<file path="src/rtl/labs_energy_source_pkg.sv">
//------------------------------------------------------------------------------
// labs_energy_source_pkg : shared FSM encodings, datapath width helpers and the
//                          energy sentinel for the LABS energy source.
// Revision: 1.0
//------------------------------------------------------------------------------
`default_nettype none

package labs_energy_source_pkg;

  localparam logic [1:0] c_ST_IDLE    = 2'd0;
  localparam logic [1:0] c_ST_COMPUTE = 2'd1;
  localparam logic [1:0] c_ST_EMIT    = 2'd2;

  localparam int c_E_WIDTH_DEF = 20;
  localparam logic [c_E_WIDTH_DEF-1:0] c_E_SENTINEL = '1;

  // Signed C_k width: |C_k| <= N-1 always fits clog2(N) magnitude bits
  function automatic int ck_width(input int n);
    return $clog2(n) + 1;
  endfunction

  function automatic int sq_width(input int n);
    return 2 * $clog2(n);
  endfunction

  function automatic int lag_width(input int n);
    return $clog2(n);
  endfunction

endpackage

`default_nettype wire

</file>
<file path="src/rtl/labs_energy_source_if.sv">
//------------------------------------------------------------------------------
// labs_energy_source_if : range command and (seq, e, valid) result bundle.
// Revision: 1.0
//------------------------------------------------------------------------------
`default_nettype none

interface labs_energy_source_if #(
  parameter int SEQ_WIDTH = 8,
  parameter int E_WIDTH   = 20
);
  logic                 i_start;
  logic [SEQ_WIDTH-1:0] i_seq_first;
  logic [SEQ_WIDTH-1:0] i_seq_last;
  logic [SEQ_WIDTH-1:0] o_seq;
  logic [E_WIDTH-1:0]   o_e;
  logic                 o_valid;
  logic                 o_busy;
  logic                 o_done;

  modport master (
    output i_start, i_seq_first, i_seq_last,
    input  o_seq, o_e, o_valid, o_busy, o_done
  );

  modport slave (
    input  i_start, i_seq_first, i_seq_last,
    output o_seq, o_e, o_valid, o_busy, o_done
  );
endinterface

`default_nettype wire

</file>
<file path="src/rtl/labs_autocorr_lag.sv">
//------------------------------------------------------------------------------
// labs_autocorr_lag : combinational signed aperiodic autocorrelation C_k of one
//                     lag k for an N-bit sequence (bit 0 -> +1, bit 1 -> -1).
// Revision: 1.0
//------------------------------------------------------------------------------
`default_nettype none

module labs_autocorr_lag
  import labs_energy_source_pkg::*;
#(
  parameter int SEQ_WIDTH = 8
) (
  input  logic [SEQ_WIDTH-1:0]                   i_seq,
  input  logic [lag_width(SEQ_WIDTH)-1:0]        i_k,
  output logic signed [ck_width(SEQ_WIDTH)-1:0]  o_ck
);

  localparam int CW = ck_width(SEQ_WIDTH);

  logic [SEQ_WIDTH-1:0] w_mask;
  logic [SEQ_WIDTH-1:0] w_diff;
  logic [CW-1:0]        w_span;
  logic [CW-1:0]        w_pop;

  // Differing pairs each contribute -1 instead of +1, hence span - 2*pop;
  // the modular subtraction lands on the correct two's-complement value.
  always_comb begin
    w_mask = {SEQ_WIDTH{1'b1}} >> i_k;
    w_diff = (i_seq ^ (i_seq >> i_k)) & w_mask;
    w_span = CW'(SEQ_WIDTH) - CW'(i_k);
    w_pop  = '0;
    for (int i = 0; i < SEQ_WIDTH; i++) begin
      w_pop = w_pop + CW'(w_diff[i]);
    end
    o_ck = signed'(w_span - (w_pop << 1));
  end

endmodule

`default_nettype wire

</file>
<file path="src/rtl/labs_energy_source.sv">
//------------------------------------------------------------------------------
// labs_energy_source : enumerates a sequence range and streams each candidate's
//                      LABS energy, one lag per clock. Optional macro
//                      LABS_SYMMETRY_SKIP_EN skips candidates with MSB set.
// Revision: 1.0
//------------------------------------------------------------------------------
`default_nettype none

module labs_energy_source
  import labs_energy_source_pkg::*;
#(
  parameter int SEQ_WIDTH = 8,
  parameter int E_WIDTH   = 20
) (
  input  logic                clk,
  input  logic                rst,
  labs_energy_source_if.slave bus
);

  localparam int CW   = ck_width(SEQ_WIDTH);
  localparam int SW   = sq_width(SEQ_WIDTH);
  localparam int KW   = lag_width(SEQ_WIDTH);
  localparam int AW   = E_WIDTH + 1;
  localparam int SUMW = ((AW > SW) ? AW : SW) + 1;

  localparam logic [KW-1:0]      c_K_FIRST    = KW'(1);
  localparam logic [KW-1:0]      c_K_LAST     = KW'(SEQ_WIDTH - 1);
  localparam logic [E_WIDTH-1:0] c_E_ALL_ONES = '1;

`ifdef LABS_SYMMETRY_SKIP_EN
  localparam logic c_SKIP_EN = 1'b1;
`else
  localparam logic c_SKIP_EN = 1'b0;
`endif

  logic [1:0]           r_state;
  logic [KW-1:0]        r_k;
  logic [AW-1:0]        r_acc;
  logic [SEQ_WIDTH-1:0] r_cur;
  logic [SEQ_WIDTH-1:0] r_last;
  logic [SEQ_WIDTH-1:0] r_seq;
  logic [E_WIDTH-1:0]   r_e;
  logic                 r_valid;
  logic                 r_done;

  logic signed [CW-1:0] w_ck;
  logic [CW-1:0]        w_mag;
  logic [SW-1:0]        w_sq;
  logic [SUMW-1:0]      w_sum;
  logic [AW-1:0]        w_acc_next;
  logic [E_WIDTH-1:0]   w_e_sat;
  logic                 w_skip;

  labs_autocorr_lag #(
    .SEQ_WIDTH (SEQ_WIDTH)
  ) u_lag (
    .i_seq (r_cur),
    .i_k   (r_k),
    .o_ck  (w_ck)
  );

  assign w_mag = w_ck[CW-1] ? $unsigned(-w_ck) : $unsigned(w_ck);
  assign w_sq  = SW'(w_mag) * SW'(w_mag);
  assign w_sum = SUMW'(r_acc) + SUMW'(w_sq);

  // Once bit E_WIDTH is set the sum is parked there, so it can never wrap.
  assign w_acc_next = (w_sum[SUMW-1:E_WIDTH] != '0) ? (AW'(1) << E_WIDTH)
                                                    : w_sum[AW-1:0];
  assign w_e_sat    = r_acc[E_WIDTH] ? c_E_ALL_ONES : r_acc[E_WIDTH-1:0];
  assign w_skip     = c_SKIP_EN & r_cur[SEQ_WIDTH-1];

  always_ff @(posedge clk or posedge rst) begin
    if (rst) begin
      r_state <= c_ST_IDLE;
      r_k     <= '0;
      r_acc   <= '0;
      r_cur   <= '0;
      r_last  <= '0;
      r_seq   <= '0;
      r_e     <= c_E_ALL_ONES;
      r_valid <= 1'b0;
      r_done  <= 1'b0;
    end else begin
      r_valid <= 1'b0;
      r_done  <= 1'b0;
      case (r_state)
        c_ST_IDLE: begin
          if (bus.i_start) begin
            r_cur  <= bus.i_seq_first;
            r_last <= bus.i_seq_last;
            if (bus.i_seq_first > bus.i_seq_last) begin
              r_done <= 1'b1;
            end else begin
              r_state <= c_ST_COMPUTE;
              r_k     <= c_K_FIRST;
              r_acc   <= '0;
            end
          end
        end

        c_ST_COMPUTE: begin
          if (w_skip) begin
            // Complement duplicate: burn one cycle, never emit
            if (r_cur == r_last) begin
              r_done  <= 1'b1;
              r_state <= c_ST_IDLE;
            end else begin
              r_cur <= r_cur + SEQ_WIDTH'(1);
              r_k   <= c_K_FIRST;
              r_acc <= '0;
            end
          end else begin
            r_acc <= w_acc_next;
            if (r_k == c_K_LAST) begin
              r_state <= c_ST_EMIT;
            end else begin
              r_k <= r_k + KW'(1);
            end
          end
        end

        c_ST_EMIT: begin
          r_valid <= 1'b1;
          r_seq   <= r_cur;
          r_e     <= w_e_sat;
          // Compare before increment so an all-ones last never wraps
          if (r_cur == r_last) begin
            r_done  <= 1'b1;
            r_state <= c_ST_IDLE;
          end else begin
            r_cur   <= r_cur + SEQ_WIDTH'(1);
            r_k     <= c_K_FIRST;
            r_acc   <= '0;
            r_state <= c_ST_COMPUTE;
          end
        end

        default: r_state <= c_ST_IDLE;
      endcase
    end
  end

  assign bus.o_seq   = r_seq;
  assign bus.o_e     = r_e;
  assign bus.o_valid = r_valid;
  assign bus.o_done  = r_done;
  assign bus.o_busy  = (r_state != c_ST_IDLE);

endmodule

`default_nettype wire

</file>
<file path="src/flat_wrapper.sv">
// flat-port wrapper written by rule: the top's interface ports become plain ports
module labs_energy_source_flat import labs_energy_source_pkg::*;
#(
  parameter int SEQ_WIDTH = 8,
  parameter int E_WIDTH   = 20
)
  (clk, rst, bus_i_start, bus_i_seq_first, bus_i_seq_last, bus_o_seq, bus_o_e, bus_o_valid, bus_o_busy, bus_o_done);
  labs_energy_source_if #(.SEQ_WIDTH(SEQ_WIDTH), .E_WIDTH(E_WIDTH)) bus_i ();
  input  logic clk;
  input  logic rst;
  input wire logic [$bits(bus_i.i_start)-1:0] bus_i_start;
  input wire logic [$bits(bus_i.i_seq_first)-1:0] bus_i_seq_first;
  input wire logic [$bits(bus_i.i_seq_last)-1:0] bus_i_seq_last;
  output wire logic [$bits(bus_i.o_seq)-1:0] bus_o_seq;
  output wire logic [$bits(bus_i.o_e)-1:0] bus_o_e;
  output wire logic [$bits(bus_i.o_valid)-1:0] bus_o_valid;
  output wire logic [$bits(bus_i.o_busy)-1:0] bus_o_busy;
  output wire logic [$bits(bus_i.o_done)-1:0] bus_o_done;
  assign bus_i.i_start = bus_i_start;
  assign bus_i.i_seq_first = bus_i_seq_first;
  assign bus_i.i_seq_last = bus_i_seq_last;
  assign bus_o_seq = bus_i.o_seq;
  assign bus_o_e = bus_i.o_e;
  assign bus_o_valid = bus_i.o_valid;
  assign bus_o_busy = bus_i.o_busy;
  assign bus_o_done = bus_i.o_done;
  labs_energy_source #(.SEQ_WIDTH(SEQ_WIDTH), .E_WIDTH(E_WIDTH)) u_core (.clk(clk), .rst(rst), .bus(bus_i));
endmodule
</file>
<file path="config.mk">
export PLATFORM = sky130hd
export DESIGN_NAME = labs_energy_source_flat
export DESIGN_NICKNAME = d
export VERILOG_FILES = /design/src/rtl/labs_energy_source_pkg.sv /design/src/rtl/labs_energy_source_if.sv /design/src/rtl/labs_autocorr_lag.sv /design/src/rtl/labs_energy_source.sv /design/src/flat_wrapper.sv
export SDC_FILE = /design/constraint.sdc
export NUM_CORES = 1
export LEC_CHECK = 0
export CAP_MARGIN = 15
export CORE_UTILIZATION = 60
export CTS_CLUSTER_DIAMETER = 150
export DETAILED_ROUTE_END_ITERATION = 12
export GPL_TIMING_DRIVEN = 0
export PLACE_DENSITY = 0.94
export SLEW_MARGIN = 20
export SYNTH_ARGS = -nofsm -noshare
export SYNTH_HDL_FRONTEND = slang
export SYNTH_HIERARCHICAL = 1
export SYNTH_SLANG_ARGS = --single-unit
</file>
<file path="constraint.sdc">
create_clock -name clk -period 13.9 [get_ports clk]
set_input_delay 2.085 -clock clk [delete_from_list [all_inputs] [get_ports clk]]
set_output_delay 2.085 -clock clk [all_outputs]
set_load 0.01 [all_outputs]
</file>
==> flow_metrics.env, run 1 <==
export IMPL_multi_input_comb_area_mm2=0.00252
export IMPL_path_clk_slew_ps=80
export IMPL_finalCritPeriodShare_pct=59.3
export IMPL_cts_path_max_buffers=2
export IMPL_ys_seq_area_share_pct=39.8
export IMPL_clkLatencyLatePin_ps=350
export IMPL_cts_hold_buffers_added=0
export IMPL_critical_path_max_fanout=10
export IMPL_core_area_mm2=0.00733
export IMPL_fmax_ghz=0.121
export IMPL_grt_pass1_wl_mm=19.1
export IMPL_worstSetupEndpointType="flop"
export IMPL_cts_num_sinks=72
export IMPL_arrival_ps=8500
export IMPL_port_buffers=49
export IMPL_cts_tree="built"
export IMPL_seqCellArea_mm2=0.00183
export IMPL_path_class="flop to flop"
export IMPL_syn_to_final_growth_pct=17.7
export IMPL_finalHoldViolations=0
export IMPL_cts_made_buffers=9
export IMPL_diodes=0
export IMPL_routed_wl_mm=11.7
export IMPL_drtIter0Drc=226
export IMPL_wl_per_cell_um=17.2
export IMPL_slowest_delay_ps=550
export IMPL_period_minus_slack_ps=8240
export IMPL_synth_ff_type="dfrtp_1"
export IMPL_die_w_um=89.5
export IMPL_rows=31
export IMPL_syn_num_nets=566
export IMPL_grt_util_all_layers_pct=31.7
export IMPL_postSynth_asyncResetShare_pct=100
export IMPL_cts_resized=0
export IMPL_grt_pass1_vias=4178
export IMPL_syn_inst=516
export IMPL_dieArea_mm2=0.00801
export IMPL_fill_cells=487
export IMPL_gp_congestion=0.912
export IMPL_grt_max_degree=50
export IMPL_yosys_area_top_type="dfrtp_1"
export IMPL_netlist_area_mm2=0.00459
export IMPL_relSlewSlack_pct=59.2
export IMPL_htree_num_levels=3
export IMPL_cap_viol_max_count=0
export IMPL_antenna_found_initial=0
export IMPL_die_h_um=89.5
export IMPL_synth_seq_cells=72
export IMPL_post_cts_setup_buffer_count=0
export IMPL_nets=627
export IMPL_vias_per_cell=6.21
export IMPL_rsz0062_at_grt="false"
export IMPL_cpMostUsedCell="fa_1"
export IMPL_first_pass_iters=6
export IMPL_synth_common_cells="nand2_1, dfrtp_1, o21ai_0, inv_1, a21oi_1"
export IMPL_vias=4226
export IMPL_synth_area_leaders="dfrtp_1, dfstp_2, nand2_1, ha_1, o21ai_0"
export IMPL_cp_data_required_time_ps=14160
export IMPL_synth_top_cell_area_share_pct=28.3
export IMPL_post_route_drc_count=0
export IMPL_grt_ovfl_total=0
export IMPL_hold_path_class="flop to flop"
export IMPL_status="finished clean"
export IMPL_start_util_pct=62.7
export IMPL_boundaryPins=50
export IMPL_skew_ps=13.2
export IMPL_slew_viol_final=0
export IMPL_finalSetupTns_ps=0
export IMPL_tightest_slew_ps=610
export IMPL_synth_warnings=6
export IMPL_yosysMostFrequentCell="nand2_1"
export IMPL_setup_viol=0
export IMPL_layout_drive_gt1_share_pct=9.62
export IMPL_cts_root_buffer="clkbuf_8"
export IMPL_hpwl_mm=8.31
export IMPL_synth_cell_types=58
export IMPL_worst_path_max_delay_cell="fa_1"
export IMPL_ant_nets=0
export IMPL_synth_edf_count=0
export IMPL_postSynthAreaPerCell_um2=8.90
export IMPL_critPathLaunchType="flop"
[path summary, 6_finish.rpt]
kind                       slack, ps                     startpoint                               to  cells past startpoint
hold reg to reg                  450  u_core/bus.o_e[0]$_DFFE_PP1P_    u_core/bus.o_e[0]$_DFFE_PP1P_                      2
setup / recovery                5660    u_core/r_cur[3]$_DFFE_PP0P_      u_core/r_acc[6]$_DFFE_PP0P_                     30
min in group asynchronous       2040                            rst  u_core/bus.o_seq[1]$_DFFE_PP0P_                      2
setup reg to reg                5660    u_core/r_cur[3]$_DFFE_PP0P_      u_core/r_acc[6]$_DFFE_PP0P_                     30
max in group asynchronous      11250                            rst    u_core/bus.o_e[4]$_DFFE_PP1P_                      3
hold / removal                   450  u_core/bus.o_e[0]$_DFFE_PP1P_    u_core/bus.o_e[0]$_DFFE_PP1P_                      2
[metal layers]
layer  global-route usage (%)  part of all wire [%]  up-vias
met5                        0                     0        -
met4                     15.2                   2.8        0
met3                     7.29                   6.9       45
met2                     57.0                    52      226
met1                     35.6                    38     2025
li1                         -                     -     1930
[registers in the layout (all words and copies together) (netlist names)]
name	cells
u_core/bus.o_seq	8
u_core/bus.o_e	20
u_core/bus.o_valid	1
u_core/r_acc	21
u_core/r_k	3
u_core/r_cur	8
u_core/r_last	8
u_core/bus.o_done	1
u_core/r_state	2
[worst max-delay path, delay by kind of cell, from the launching register on]
kind                     cells  cell delay (ps)
AO/OA/AOI/OAI                4              970
XOR/XNOR                     5             1210
adder cells (fa/ha/maj)      9             3380
buffers and inverters        6              790
flip-flops                   1              480
multiplexers                 2              690
AND/OR/NAND/NOR              4              650
[per-stage QoR]
step | worst slack [ps] | hold slack, ps | instance area [um2] | util, % | cells
6_report | 5660 | 454 | 5410 | 73.7 | 681
5_1_grt | 5320 | 470 | 5410 | 73.7 | 681
4_1_cts | 5780 | 458 | 5410 | 73.7 | 681
3_5_place_dp | 5880 | 444 | 5240 | 71.5 | 665
3_3_place_gp | 5990 | 443 | 5210 | 71.1 | 664
2_1_floorplan | 6510 | 460 | 4590 | - | 516
[logic make-up after synthesis]
group	share of synthesized area [%]
and+or+nand+nor	16.9
buffers and inverters	5.47
xor gates and xnor gates	6.10
DFF	39.8
AOI/OAI and AO/OA	19.2
adders and majority gates	9.26
other	0.163
muxes	3.13
[final cells by class]
class / count / area share, %
buffer: 28 / 2.50
clock buffer: 10 / 2.36
clock inverter: 6 / 0.741
inverter: 31 / 2.20
multi-input combinational: 385 / 46.5
sequential: 72 / 33.8
tap: 99 / 2.29
timing repair buffer: 50 / 9.58
[layout by cell type (no fill, tap or decap), drive strengths merged, types with 2 or more instances in the layout]
cell type / count
o31ai: 10
a41oi: 2
o32ai: 3
xor2: 11
fa: 5
o22ai: 3
o211ai: 2
a31oi: 12
a21o: 5
mux4: 2
clkdlybuf4s50: 49
a221o: 2
ha: 26
mux2i: 8
and2: 5
inv: 35
a22o: 8
o31a: 2
nand4: 8
nand3: 10
nand2: 103
nor3: 3
or3: 2
nor2: 15
or2: 2
dfstp: 20
clkinv: 2
o21ai: 51
buf: 11
and3: 6
nor4: 3
clkbuf: 28
nand2b: 5
dfrtp: 52
a211oi: 2
nor2b: 5
xnor2: 21
a21oi: 29
conb: 2
Power of run 1 is left out: the tool's default activity adds up to more than one toggle a clock period on the data nets, which glitch-free logic cannot reach.
==> run 2: changes to the inputs <==
Settings changed: CORE_UTILIZATION 60 to 57, PLACE_DENSITY 0.94 to 0.9.
Clock period 13.9 ns to 8.1 ns, I/O delays scaled along.
==> run 2 against run 1 <==
Compared with the run above: sequential share of layout area decreased by 0.93 points; non-clock buffer count increased by 6; count of clock-buffer cells in the layout increased by 1.
==> flow_metrics.env, run 2 (synthesized netlist as in run 1, its figures left out) <==
export IMPL_finalInstanceArea_mm2=0.00557
export IMPL_grt_pass1_vias=4191
export IMPL_cp_data_required_time_ps=8370
export IMPL_finalCritPeriodShare_pct=97.8
export IMPL_hpwl_mm=8.29
export IMPL_relSlewSlack_pct=61.4
export IMPL_critical_path_max_fanout=11
export IMPL_vias=4311
export IMPL_cap_viol_max_count=0
export IMPL_nets=633
export IMPL_hp_start="u_core/bus.o_e[12]$_DFFE_PP1P_"
export IMPL_routed_wl_mm=12.3
export IMPL_setup_viol=0
export IMPL_boundaryPins=50
export IMPL_grt_pass1_wl_mm=19.2
export IMPL_hold_end="u_core/bus.o_e[12]$_DFFE_PP1P_"
export IMPL_skew_ps=10.9
export IMPL_arrival_ps=8190
export IMPL_tightest_slew_ps=577
export IMPL_status="finished clean"
export IMPL_worst_path_max_delay_cell="dfrtp_1"
export IMPL_placed_area_mm2=0.00524
export IMPL_largest_reg_flops=21
export IMPL_fmax_ghz=0.126
export IMPL_start_util_pct=59.1
export IMPL_clkLatencyLatePin_ps=360
export IMPL_port_buffers=49
export IMPL_first_pass_iters=5
export IMPL_wl_per_cell_um=17.8
export IMPL_gp_congestion=0.915
export IMPL_regMostFlops="u_core/r_acc"
export IMPL_period_minus_slack_ps=7920
export IMPL_path_clk_slew_ps=80
export IMPL_r2r_start="u_core/r_cur[4]$_DFFE_PP0P_"
export IMPL_cts_made_buffers=9
export IMPL_path_class="flop to flop"
export IMPL_cts_path_max_buffers=2
export IMPL_ant_nets=0
export IMPL_antenna_found_initial=0
export IMPL_layout_drive_gt1_share_pct=12.9
export IMPL_post_route_drc_count=0
export IMPL_grt_max_degree=49
export IMPL_grt_util_all_layers_pct=28.9
export IMPL_drtIter0Drc=353
export IMPL_r2r_worst_path_cells=30
export IMPL_layout_commonest_cell="nand2_1"
export IMPL_fin_util_pct=71.7
export IMPL_slowest_delay_ps=570
export IMPL_cts_num_sinks=72
export IMPL_vias_per_cell=6.25
export IMPL_cts_tree="built"
export IMPL_htree_num_levels=3
export IMPL_critPathLaunchType="flop"
export IMPL_setup_ws_ps=178
export IMPL_die_h_um=91.8
export IMPL_worstSetupEndpointType="flop"
export IMPL_cts_root_buffer="clkbuf_8"
export IMPL_finalHoldViolations=0
export IMPL_diodes=0
export IMPL_hold_depth=2
export IMPL_rows=32
export IMPL_die_w_um=91.8
export IMPL_hold_path_class="flop to flop"
export IMPL_rrSetupSlack_ps=180
export IMPL_place_ws_ps=-78.5
export IMPL_dieArea_mm2=0.00842
export IMPL_syn_to_final_growth_pct=21.2
export IMPL_finalSetupTns_ps=0
export IMPL_grt_ovfl_total=0
export IMPL_core_area_mm2=0.00777
export IMPL_layout_common_cells="nand2_1, clkdlybuf4s50_1, dfrtp_1"
export IMPL_r2r_end="u_core/r_acc[11]$_DFFE_PP0P_"
export IMPL_slew_viol_final=0
## run 2: changes by cell type in the layout (fill, tap and decap cells not counted), moves of 3 or more
cell      delta
buf_2        -4
clkbuf_4     +3
buf_4       +10
dfrtp_1      -3
dfrtp_2      +3
clkbuf_1     -5
## run 2: cell type report
type | count | area [um2]
Multi-Input combinational cell | 385 | 2550
Fill cell | 549 | 2200
Sequential cell | 72 | 1830
Timing Repair Buffer | 61 | 601
Clock buffer | 11 | 153
Buffer | 23 | 128
Tap cell | 102 | 128
Inverter | 31 | 119
Clock inverter | 5 | 62.6
## run 2: layer usage
| metal | vias to the layer above | track usage, % | part of all wire (%) |
|---|---|---|---|
| met3 | 64 | 3.81 | 7.5 |
| li1 | 1932 | - | - |
| met2 | 241 | 50.3 | 50 |
| met4 | 0 | 16.0 | 4.2 |
| met1 | 2074 | 34.5 | 38 |
| met5 | - | 0 | 0 |
## run 2: what timing repair did
action                                  CTS  global route
hold buffers                              0             0
cloned                                    0             1
endpoints found under the setup margin   11            20
setup buffers                             0            10
resized for setup                         1            15
pin swaps                                 1             7
## run 2: worst max path at each step
stage,start,endpoint,slack [ps],cells after the start
after floorplan,u_core/r_cur[3]$_DFFE_PP0P_,u_core/r_acc[12]$_DFFE_PP0P_,710,31
after global placement,u_core/r_cur[3]$_DFFE_PP0P_,u_core/r_acc[12]$_DFFE_PP0P_,170,31
after detailed placement,u_core/r_cur[3]$_DFFE_PP0P_,u_core/r_acc[12]$_DFFE_PP0P_,-80,31
after CTS,u_core/r_cur[6]$_DFFE_PP0P_,u_core/r_acc[7]$_DFFE_PP0P_,20,31
after global routing,u_core/r_k[0]$_DFFE_PP0P_,u_core/r_acc[11]$_DFFE_PP0P_,-20,33
final,u_core/r_cur[4]$_DFFE_PP0P_,u_core/r_acc[11]$_DFFE_PP0P_,180,30
## run 2: stage by stage
stage          hold slack, ps  std cells
6_report                  455        690
5_1_grt                   468        690
4_1_cts                   458        682
3_5_place_dp              446        668
3_3_place_gp              444        667
2_1_floorplan             460        516
## run 2: critical path, delay by kind of cell, from the launching register on
| kind | cells | cell delay, ps |
|---|---|---|
| muxes | 2 | 730 |
| and+or+nand+nor | 3 | 400 |
| buffers and inverters | 6 | 690 |
| AOI/OAI and AO/OA | 5 | 1130 |
| xor gates and xnor gates | 5 | 880 |
| adders and majority gates | 9 | 3430 |
| DFF | 1 | 570 |
Power of run 2 is left out for the same reason.
==> run 3: changes to the inputs <==
Settings changed: CTS_CLUSTER_DIAMETER 150 to 120.
==> results of run 3 <==
No change in the layout: final DEF, timing and power equal those of run 2.
Power of run 3 is left out for the same reason.
